<file path="src/rtl/seq_detect_pkg.sv">
// Shared constants and helpers for the parametrised serial-pattern detector.
package seq_detect_pkg;

  localparam logic [4:0] DEF_PAT_10001 = 5'b10001;

  localparam logic OVL_ON  = 1'b1;
  localparam logic OVL_OFF = 1'b0;

  // Width needed to hold a count of 0..n inclusive.
  function automatic int st_width(input int n);
    return $clog2(n + 1);
  endfunction

endpackage

</file>
<file path="src/rtl/seq_detect_param_if.sv">
// Bit-stream, control and status bundle between the bit source and the detector.
interface seq_detect_param_if #(
  parameter int PAT_W = 5,
  parameter int CNT_W = 8,
  parameter int ST_W  = 3
);

  logic             en;
  logic             din;
  logic             overlap;
  logic             pat_load;
  logic [PAT_W-1:0] pat_in;
  logic             cnt_clr;
  logic             dout;
  logic [ST_W-1:0]  stat;
  logic [CNT_W-1:0] match_cnt;

  modport master (
    output en, din, overlap, pat_load, pat_in, cnt_clr,
    input  dout, stat, match_cnt
  );

  modport slave (
    input  en, din, overlap, pat_load, pat_in, cnt_clr,
    output dout, stat, match_cnt
  );

endinterface

</file>
<file path="src/rtl/seq_prefix_match.sv">
// Combinational prefix matcher: longest pattern prefix that equals the newest
// bits of the stream, plus the full-pattern match flag.
module seq_prefix_match #(
  parameter int PAT_W = 5,
  parameter int ST_W  = 3
) (
  input  logic [PAT_W-1:0] hist_n,
  input  logic [ST_W-1:0]  fill_n,
  input  logic [PAT_W-1:0] pattern,
  output logic             match_n,
  output logic [ST_W-1:0]  plen
);

  logic [PAT_W-1:0] hit;

  // hit[k-1]: the k newest bits equal the first k pattern bits (MSB first)
  for (genvar k = 1; k <= PAT_W; k++) begin : g_prefix
    assign hit[k-1] = (fill_n >= ST_W'(k)) &&
                      (hist_n[k-1:0] == pattern[PAT_W-1 -: k]);
  end

  always_comb begin
    plen = '0;
    for (int k = 1; k <= PAT_W; k++) begin
      if (hit[k-1]) plen = ST_W'(k);
    end
  end

  assign match_n = hit[PAT_W-1];

endmodule

</file>
<file path="src/rtl/seq_detect_param.sv">
// Moore serial-pattern detector with loadable pattern, selectable overlap and
// a saturating match counter; every output comes straight from a flop.
module seq_detect_param
  import seq_detect_pkg::*;
#(
  parameter int               PAT_W   = 5,
  parameter logic [PAT_W-1:0] PAT_RST = DEF_PAT_10001,
  parameter int               CNT_W   = 8,
  parameter int               ST_W    = st_width(PAT_W)
) (
  input logic               clk,
  input logic               clr,
  seq_detect_param_if.slave bus
);

  localparam logic [ST_W-1:0]  FULL    = ST_W'(PAT_W);
  localparam logic [CNT_W-1:0] CNT_MAX = '1;

  logic [PAT_W-1:0] pattern, pattern_d;
  logic [PAT_W-1:0] hist, hist_d, hist_n;
  logic [ST_W-1:0]  fill, fill_d, fill_n;
  logic [ST_W-1:0]  stat, stat_d, plen;
  logic             dout, dout_d, match_n, inc;
  logic [CNT_W-1:0] cnt, cnt_d;

  assign hist_n = {hist[PAT_W-2:0], bus.din};
  assign fill_n = (fill == FULL) ? FULL : fill + 1'b1;

  seq_prefix_match #(
    .PAT_W (PAT_W),
    .ST_W  (ST_W)
  ) u_match (
    .hist_n  (hist_n),
    .fill_n  (fill_n),
    .pattern (pattern),
    .match_n (match_n),
    .plen    (plen)
  );

  // pat_load outranks en so the bit arriving with a load is thrown away
  always_comb begin
    pattern_d = pattern;
    hist_d    = hist;
    fill_d    = fill;
    stat_d    = stat;
    dout_d    = 1'b0;
    inc       = 1'b0;
    if (bus.pat_load) begin
      pattern_d = bus.pat_in;
      hist_d    = '0;
      fill_d    = '0;
      stat_d    = '0;
    end else if (bus.en) begin
      inc    = match_n;
      dout_d = match_n;
      if (match_n && (bus.overlap == OVL_OFF)) begin
        hist_d = '0;
        fill_d = '0;
        stat_d = '0;
      end else begin
        hist_d = hist_n;
        fill_d = fill_n;
        stat_d = plen;
      end
    end
  end

  always_comb begin
    cnt_d = cnt;
    if (bus.cnt_clr)                 cnt_d = '0;
    else if (inc && (cnt != CNT_MAX)) cnt_d = cnt + 1'b1;
  end

  always_ff @(posedge clk or negedge clr) begin
    if (!clr) begin
      pattern <= PAT_RST;
      hist    <= '0;
      fill    <= '0;
      stat    <= '0;
      dout    <= 1'b0;
      cnt     <= '0;
    end else begin
      pattern <= pattern_d;
      hist    <= hist_d;
      fill    <= fill_d;
      stat    <= stat_d;
      dout    <= dout_d;
      cnt     <= cnt_d;
    end
  end

  assign bus.dout      = dout;
  assign bus.stat      = stat;
  assign bus.match_cnt = cnt;

endmodule

</file>
<file path="src/flat_wrapper.sv">
// flat-port wrapper written by rule: the top's interface ports become plain ports
module seq_detect_param_flat import seq_detect_pkg::*;
#(
  parameter int               PAT_W   = 5,
  parameter logic [PAT_W-1:0] PAT_RST = DEF_PAT_10001,
  parameter int               CNT_W   = 8,
  parameter int               ST_W    = st_width(PAT_W)
)
  (clk, clr, bus_en, bus_din, bus_overlap, bus_pat_load, bus_pat_in, bus_cnt_clr, bus_dout, bus_stat, bus_match_cnt);
  seq_detect_param_if #(.PAT_W(PAT_W), .CNT_W(CNT_W), .ST_W(ST_W)) bus_i ();
  input logic clk;
  input logic clr;
  input wire logic [$bits(bus_i.en)-1:0] bus_en;
  input wire logic [$bits(bus_i.din)-1:0] bus_din;
  input wire logic [$bits(bus_i.overlap)-1:0] bus_overlap;
  input wire logic [$bits(bus_i.pat_load)-1:0] bus_pat_load;
  input wire logic [$bits(bus_i.pat_in)-1:0] bus_pat_in;
  input wire logic [$bits(bus_i.cnt_clr)-1:0] bus_cnt_clr;
  output wire logic [$bits(bus_i.dout)-1:0] bus_dout;
  output wire logic [$bits(bus_i.stat)-1:0] bus_stat;
  output wire logic [$bits(bus_i.match_cnt)-1:0] bus_match_cnt;
  assign bus_i.en = bus_en;
  assign bus_i.din = bus_din;
  assign bus_i.overlap = bus_overlap;
  assign bus_i.pat_load = bus_pat_load;
  assign bus_i.pat_in = bus_pat_in;
  assign bus_i.cnt_clr = bus_cnt_clr;
  assign bus_dout = bus_i.dout;
  assign bus_stat = bus_i.stat;
  assign bus_match_cnt = bus_i.match_cnt;
  seq_detect_param #(.PAT_W(PAT_W), .PAT_RST(PAT_RST), .CNT_W(CNT_W), .ST_W(ST_W)) u_core (.clk(clk), .clr(clr), .bus(bus_i));
endmodule
</file>
<file path="config.mk">
export PLATFORM = sky130hd
export DESIGN_NAME = seq_detect_param_flat
export DESIGN_NICKNAME = d
export VERILOG_FILES = /design/src/rtl/seq_detect_pkg.sv /design/src/rtl/seq_detect_param_if.sv /design/src/rtl/seq_prefix_match.sv /design/src/rtl/seq_detect_param.sv /design/src/flat_wrapper.sv
export SDC_FILE = /design/constraint.sdc
export NUM_CORES = 1
export LEC_CHECK = 0
export CELL_PAD_IN_SITES_DETAIL_PLACEMENT = 0
export CELL_PAD_IN_SITES_GLOBAL_PLACEMENT = 2
export CORE_UTILIZATION = 30
export CTS_CLUSTER_SIZE = 14
export DETAILED_ROUTE_END_ITERATION = 8
export PLACE_DENSITY = 0.69
export SLEW_MARGIN = 20
export SYNTH_ARGS = -nofsm -noshare
export SYNTH_HDL_FRONTEND = slang
export SYNTH_SLANG_ARGS = --single-unit
export TNS_END_PERCENT = 100
</file>
<file path="constraint.sdc">
create_clock -name clk -period 3.1 [get_ports clk]
set_input_delay 0.31 -clock clk [delete_from_list [all_inputs] [get_ports clk]]
set_output_delay 0.31 -clock clk [all_outputs]
set_load 0.05 [all_outputs]
</file>
; ---- After elaboration in Yosys (flattened, before gate mapping)
; Index checks and enable logic that the tools add are counted.
; W data, S select, Z words.
[word_totals]
out_inout_bits = 12
in_bits = 12
latch_bits = 0
mem_count = 0
regBits = 24
ram_bits = 0
rom_bits = 0
[classes]
multipliers = 0
div_mod_pow = 0
shift = 0
n_reduce_logical = 9
bitwise = 1
addsub = 2
n_mux = 19
order_cmp = 5
n_eq_ne = 7
[op_table]
columns = operator, count
row1 = $mux W3, 11
row2 = $mux W8, 2
row3 = $mux W4, 3
row4 = $add A8 B1 Y8 const B, 1
row5 = $ne A8 B8 Y1 const B, 1
row6 = $logic_and A1 B1 Y1, 7
row7 = $ge A3 B2 Y1 const B, 2
row8 = $ge A3 B3 Y1 const B, 2
row9 = $eq A5 B5 Y1, 1
row10 = $eq A4 B4 Y1, 1
row11 = $reduce_bool A2 Y1, 2
row12 = $add A3 B1 Y3 const B, 1
row13 = $eq A3 B3 Y1, 1
row14 = $eq A3 B3 Y1 const B, 1
row15 = $ge A3 B1 Y1 const B, 1
row16 = $mux W1, 3
row17 = $eq A2 B2 Y1, 1
row18 = $eq A1 B1 Y1, 1
row19 = $not A1 Y1, 1

; ---- Depth between registers and ports, before layout
; Gate-level depths: netlist (run 1).
[logic_depth]
depth_word = 12
mapped_depth = 7
mapped_depth_nobuf = 5

; ---- Hierarchy
; From an unflattened synthesis (run 1), not the netlist that was laid out.
[hier_totals]
hier_cells = 120
hier_area_um2 = 1361.3
[modules_own_cells]
columns = mod, seq_area_each_um2, instances, area_each_um2, cells_per_inst
row1 = seq_detect_param, 603.1, 1, 1092.3, 88
row2 = seq_prefix_match, 0.0, 1, 269.0, 32

; ---- Worst setup path after synthesis (run 1)
; OpenSTA, ideal clock, no wires.
[synth_path]
path_type = register -> register
from = register u_core.cnt[3], in the netlist u_core.bus.match_cnt[3]
to = register u_core.cnt[5], in the netlist u_core.bus.match_cnt[5]
slack_ps = 1118
synth_period_minus_slack_ps = 1982
t_arrival_ps = 1857
path_stages_with_launch = 7
path_cell_list = dfrtp_1 -> and4_1 -> nand4_1 -> and4b_1 -> buf_6 -> nand4_4 -> mux2_4
[synth_between]
elab_chain_len = 3
elab_cells_between_ends = 6
[synth_lines]
columns = item, line_no
row1 = from (decl), seq_detect_param.sv:24  ; logic [CNT_W-1:0] cnt, cnt_d;
row2 = from (signal assigned), seq_detect_param.sv:88  ; cnt <= cnt_d;
row3 = $add A8 B1 Y8 / $ne A8 B8 Y1 (equally long branches), seq_detect_param.sv:71  ; else if (inc && (cnt != CNT_MAX)) cnt_d = cnt + 1'b1;
row4 = $mux W8 / $logic_and A1 B1 Y1 (equally long branches), seq_detect_param.sv:71
row5 = $mux W8 / $reduce_bool A2 Y1 (equally long branches), -
; Several ways; a longest one is shown, not always the timed one. The select of a mux whose other input is x is not followed.
; A chain may end at the register's enable or synchronous reset.

; ---- Final worst setup path (run 1)
[layout_path]
from = input bus_din
to = register u_core.cnt[5], in the netlist u_core.bus.match_cnt[5]
[layout_between]
elab_chain_len = 6
[layout_lines]
columns = item, line_no
row1 = from (decl), flat_wrapper.sv:14  ; input wire logic [$bits(bus_i.din)-1:0] bus_din;
row2 = $eq A5 B5 Y1, seq_prefix_match.sv:19  ; (hist_n[k-1:0] == pattern[PAT_W-1 -: k]);
row3 = $logic_and A1 B1 Y1, seq_prefix_match.sv:18  ; assign hit[k-1] = (fill_n >= ST_W'(k)) &&
row4 = $mux W1, seq_detect_param.sv:53  ; end else if (bus.en) begin
row5 = $mux W1, seq_detect_param.sv:48  ; if (bus.pat_load) begin
row6 = $logic_and A1 B1 Y1, seq_detect_param.sv:71
row7 = $reduce_bool A2 Y1 (no line), -
; No other way between the ends.

==> results.json, run 1 <==
{
  "outcome": "finished with violations",
  "violations": "DRC",
  "wl_mm": 2.79,
  "power_frac_comb_pct": 14.6,
  "tightest_slew_ps": 699,
  "cts.path.max_buffers": 2,
  "power.leakage_nw": 0.707,
  "cts.clk_slew.worst_paths_ps": 90,
  "avgSynthCellArea_um2": 11.3,
  "drc": 6,
  "antenna_found_initial": 0,
  "clkPwrFrac_pct": 33.0,
  "ctsHtreeMaxLevel": 1,
  "critical_path_class": "in2reg",
  "path_cells": "clkdlybuf4s50_1, xor2_2, nor3_4, and4b_1, nand4_4, mux2_4",
  "setup_violations": 0,
  "rows": 24,
  "diodes": 0,
  "dpl-instance-area_mm2": 0.00163,
  "root_buffer": "clkbuf_8",
  "wl_per_cell_um": 14.2,
  "io_buffers": 23,
  "yosys_warnings": 0,
  "place_congestion": 0.728,
  "clk_latency_ps": 270,
  "min_path_type": "in2async",
  "reg2regPathDepth": 5,
  "core_area_mm2": 0.00444,
  "synth_area_leaders": "dfrtp_1, xor2_1, a22o_1",
  "synth_area_mm2": 0.00141,
  "worstPathArrival_ps": 2220,
  "post-route-period-util_pct": 66.3,
  "crit_path_max_incr_delay_ps": 590,
  "start_util_pct": 31.7,
  "ir_worst_vdd_uv": 220,
  "overflow": 0,
  "grt_pass1_vias": 1015,
  "synthToLayoutAreaGrowth_pct": 19.7,
  "netlist_top_cells_count": "dfrtp_1, xor2_1, a22o_1, nor2_1, xnor2_1",
  "fin_skew_ps": 1.95,
  "drtAntennaViolNets": 0,
  "drt_iter0_markers": 46,
  "maxCapViolations": 0,
  "fillers": 449,
  "hold_violations": 0,
  "dp_hpwl_mm": 2.08,
  "ioPinCount": 24,
  "instances_no_fill": 196,
  "numCtsBuffers": 3,
  "synthCells": 125,
  "die_w_um": 70.6,
  "ys_types": 46,
  "grt_pass1_wl_mm": 5.00,
  "synth-seq-area-share_pct": 42.8,
  "power_density_mw_per_mm2": 393,
  "ys_ff_latch": 24,
  "vias_per_cell": 4.96,
  "grt_setup_unrepaired": "false",
  "switching_share_pct": 26.2,
  "syn_nets": 138,
  "finish.utilization_pct": 38.0,
  "placed_cells": 192,
  "intPower_mw": 0.489,
  "nets": 158,
  "first_pass_iters": 6,
  "cts_tree": "done",
  "cts-resized-gates": 0,
  "vias": 973,
  "switching_power_mw": 0.174,
  "async_flop_share_pct": 100,
  "slowest_stage": "clkdlybuf4s50_1",
  "cp-start-kind": "input pin",
  "p_seq_share_pct": 52.5,
  "layout_min_cycle_time_ps": 2060,
  "die_h_um": 70.6,
  "yosys.area.top_type_share_pct": 39.0,
  "relSlewSlack_pct": 53.3,
  "setup.worst_path.end_class": "register",
  "dieArea_mm2": 0.00498,
  "worstPathMaxFanout": 6,
  "synth.most_common_cell": "dfrtp_1",
  "postCtsSetupBuffers": 0,
  "fin_area_mm2": 0.00169,
  "ctsHoldBuffers": 0,
  "cp.required_ps": 3260,
  "max_freq_ghz": 0.486,
  "grt_max_degree": 25,
  "drive_gt1_share_pct": 17.4,
  "grt_usage_pct": 12.8,
  "drv_slew": 0,
  "fin_ws_ps": 1040,
  "synth_top_flop_cell": "dfrtp_1",
  "tns_ps": 0,
  "dpl_worst_slack_ps": 738,
  "clkSinkCount": 24,
  "synth_top_area_cell": "dfrtp_1",
  "synth-edff-count": 0
}
==> sequential cells by signal, indices dropped and copies added, names as in the netlist <==
name	flops
u_core.fill	3
u_core.hist	4
u_core.bus.dout	1
u_core.bus.stat	3
u_core.bus.match_cnt	8
u_core.pattern	5
==> power by group through the flow <==
| stage | combinational, mW | sequential (mW) | clock [mW] |
|---|---|---|---|
| CTS | 0.0988 | 0.348 | 0.224 |
| global route | 0.109 | 0.351 | 0.239 |
| finish | 0.0965 | 0.348 | 0.218 |
| detailed placement | 0.0984 | 0.354 | 0 |
| floorplan | 0.0732 | 0.349 | 0 |
| global placement | 0.0982 | 0.354 | 0 |
==> critical path: cells and delay by family <==
| kind | cells | cell delay (ps) |
|---|---|---|
| and+or+nand+nor | 3 | 740 |
| buffers and inverters | 1 | 590 |
| muxes | 1 | 300 |
| xor gates and xnor gates | 1 | 270 |
==> layout make-up <==
cell class                      count  area [um2]  area share (%)
Inverter                            2        7.51           0.445
Clock buffer                        4        55.1            3.26
Tap cell                           52        65.1            3.85
Multi-Input combinational cell     90         719            42.6
Sequential cell                    24         603            35.7
Timing Repair Buffer               24         238            14.1
==> layer usage <==
layer / up-vias / share of wire [%] / global-route usage, %
met3: 5 / 3.4 / 2.28
met4: 0 / 1.7 / 4.67
li1: 485 / - / -
met1: 464 / 51 / 18.8
met2: 19 / 44 / 19.0
met5: - / 0 / 0
==> placed cells by master (no fill, tap or decap), types with 2 or more instances in the layout <==
| cell | synthesis | final |
|---|---|---|
| xnor2_1 | 7 | 7 |
| dfstp_2 | 2 | 2 |
| clkdlybuf4s50_1 | 0 | 23 |
| and3_1 | 2 | 2 |
| a22o_1 | 7 | 7 |
| nand3_1 | 4 | 4 |
| nand2_1 | 6 | 6 |
| a21boi_0 | 2 | 2 |
| xor2_1 | 8 | 8 |
| o21ai_0 | 4 | 4 |
| o21ba_2 | 2 | 2 |
| or4_1 | 2 | 2 |
| mux2_2 | 5 | 5 |
| dfrtp_1 | 22 | 22 |
| nor3_1 | 2 | 2 |
| clkbuf_8 | 0 | 4 |
| xor2_2 | 2 | 2 |
| a22o_2 | 2 | 2 |
| or3_1 | 2 | 2 |
| nor3b_1 | 2 | 2 |
| nor2_1 | 7 | 7 |
| a21oi_1 | 4 | 4 |
| inv_1 | 2 | 2 |
==> kinds of logic (layout without fill, tap and decap cells) <==
| group | after synthesis | count (layout) | share of synthesized area [%] |
|---|---|---|---|
| mux | 7 | 7 | 5.77 |
| compound gates | 27 | 27 | 15.2 |
| buf+inv | 11 | 30 | 6.21 |
| simple gates | 38 | 38 | 17.6 |
| xor+xnor | 17 | 17 | 11.6 |
| fa+ha+maj | 1 | 1 | 0.887 |
| flops | 24 | 24 | 42.8 |
==> worst paths after layout <==
path                                    startpoint                       to  slack (ps)
worst min register to register  u_core.bus.stat[2]       u_core.bus.stat[2]         520
max in group asynchronous                      clr        u_core.pattern[4]        2420
worst max register to register   u_core.pattern[4]  u_core.bus.match_cnt[5]        1200
worst min-delay path                           clr        u_core.pattern[2]         390
min in group clk                u_core.bus.stat[2]       u_core.bus.stat[2]         520
worst max-delay path                       bus_din  u_core.bus.match_cnt[5]        1040
==> through the flow <==
step / power (mW) / hold slack (ps)
6_report: 0.663 / 394
5_1_grt: 0.699 / 428
4_1_cts: 0.671 / 409
3_5_place_dp: 0.453 / 499
3_3_place_gp: 0.452 / 492
2_1_floorplan: 0.422 / 14.4
(Power assumes the default switching activity.)
==> run 2, diff against run 1 <==
==> constraint.sdc (replaced) <==
create_clock -name clk -period 1.9 [get_ports clk]
set_input_delay 0.19 -clock clk [delete_from_list [all_inputs] [get_ports clk]]
set_output_delay 0.19 -clock clk [all_outputs]
set_load 0.05 [all_outputs]
==> results.json, run 2 (synthesis results as in run 1) <==
{
  "rows": 24,
  "post-route-period-util_pct": 93.5,
  "min_path_type": "in2async",
  "ctsHoldBuffers": 0,
  "clkSinkCount": 24,
  "critPathLaunch": "u_core.bus.match_cnt[2]",
  "largest_reg_flops": 8,
  "worstPathArrival_ps": 1590,
  "cts.path.max_buffers": 2,
  "timing.rr.start": "u_core.hist[2]",
  "start_util_pct": 31.7,
  "cp.required_ps": 1710,
  "dpl_worst_slack_ps": -53.8,
  "dp_hpwl_mm": 2.31,
  "numCtsBuffers": 3,
  "endpoint": "bus_match_cnt[2]",
  "grt_pass1_vias": 1068,
  "outcome": "completed",
  "wl_met2_mm": 1.35,
  "grt_setup_unrepaired": "false",
  "tns_ps": 0,
  "crit_path_max_incr_delay_ps": 850,
  "reg2regPathDepth": 6,
  "postCtsSetupBuffers": 0,
  "seq_area_um2": 608,
  "r2r_slack_ps": 150,
  "cp-start-kind": "register",
  "io_buffers": 23,
  "clk_latency_ps": 270,
  "antenna_found_initial": 0,
  "power_density_mw_per_mm2": 615,
  "setup.worst_path.end_class": "output port",
  "place_congestion": 0.732,
  "hold_violations": 0,
  "wl_met3_um": 84,
  "path_delay_family": "buffers and inverters",
  "wl_met1_mm": 1.55,
  "path_depth": 1,
  "worstPathMaxFanout": 7,
  "maxCapViolations": 0,
  "grt_max_degree": 25,
  "ctsHtreeMaxLevel": 1,
  "grt_usage_pct": 13.6,
  "crit_buf_inv": 1,
  "fin_skew_ps": 5.25,
  "synthToLayoutAreaGrowth_pct": 27.5,
  "die_h_um": 70.6,
  "r2r-end": "u_core.bus.stat[1]",
  "drv_slew": 0,
  "first_pass_iters": 4,
  "wl_mm": 3.02,
  "vias_per_cell": 5.03,
  "fillers": 452,
  "final_cell_mix": "clkdlybuf4s50_1, dfrtp_1, buf_4, xor2_1",
  "core_area_mm2": 0.00444,
  "layout_min_cycle_time_ps": 1780,
  "fin_ws_ps": 124,
  "slowest_stage": "clkdlybuf4s50_1",
  "multi_input_area_um2": 719,
  "path_cells": "clkdlybuf4s50_1",
  "drive_gt1_share_pct": 27.2,
  "cts-resized-gates": 0,
  "drc": 0,
  "grt_pass1_wl_mm": 5.25,
  "tightest_slew_ps": 694,
  "fin_area_mm2": 0.00180,
  "cts_tree": "done",
  "power.leakage_nw": 0.771,
  "setup_violations": 0,
  "cts.clk_slew.worst_paths_ps": 90,
  "finish.utilization_pct": 40.5,
  "max_freq_ghz": 0.563,
  "ir_worst_vdd_uv": 291,
  "nets": 172,
  "diodes": 0,
  "wl_per_cell_um": 14.4,
  "drt_iter0_markers": 26,
  "ioPinCount": 24,
  "die_w_um": 70.6,
  "root_buffer": "clkbuf_8",
  "dpl-instance-area_mm2": 0.00174,
  "layout_commonest_cell": "clkdlybuf4s50_1",
  "finalPower_mw": 1.11,
  "dieArea_mm2": 0.00498,
  "vias": 1057,
  "relSlewSlack_pct": 53.6,
  "drtAntennaViolNets": 0,
  "overflow": 0,
  "top_layer_used": "met4",
  "critical_path_class": "reg2out"
}
[run 2: cell types whose count changed in the layout (fill, tap and decap cells not counted)]
| cell | change |
|---|---|
| dfrtp_2 | +4 |
| buf_4 | +14 |
| dfrtp_1 | -4 |
[run 2: layout make-up]
cell class | count | area share, %
tap | 52 | 3.62
inverter | 2 | 0.418
clock buffer | 4 | 3.06
multi-input combinational | 90 | 40.0
sequential | 24 | 33.8
timing repair buffer | 38 | 19.1
[run 2: worst min-delay path by stage]
stage,end,startpoint
after CTS,u_core.pattern[2],clr
after global placement,u_core.bus.stat[1],u_core.bus.stat[1]
final,u_core.pattern[3],clr
after floorplan,u_core.bus.dout,clr
after global routing,u_core.pattern[3],clr
after detailed placement,u_core.bus.stat[2],u_core.bus.stat[2]
[run 2: where the power goes]
group          switching (mW)  internal, mW  total [mW]
clock                   0.172         0.185       0.357
sequential             0.0191         0.533       0.552
combinational          0.0983        0.0974       0.196
[run 2: layer usage]
metal / vias to the layer above / GRT usage, %
li1: 515 / -
met1: 520 / 19.4
met2: 18 / 20.9
met3: 4 / 2.28
met4: 0 / 4.67
met5: - / 0
[run 2: worst reg2reg max path, stage by stage (launching register included)]
cell	delay (ps)
dfrtp_1	440
xor2_1	340
nor3_4	50
buf_4	140
a22o_2	260
a311oi_1	290
a22o_1	170
[run 2: stage by stage]
stage               hold slack (ps)  std cells
floorplan                      -106        125
global placement                495        206
detailed placement              499        206
CTS                             285        210
global route                    293        210
finish                          272        210
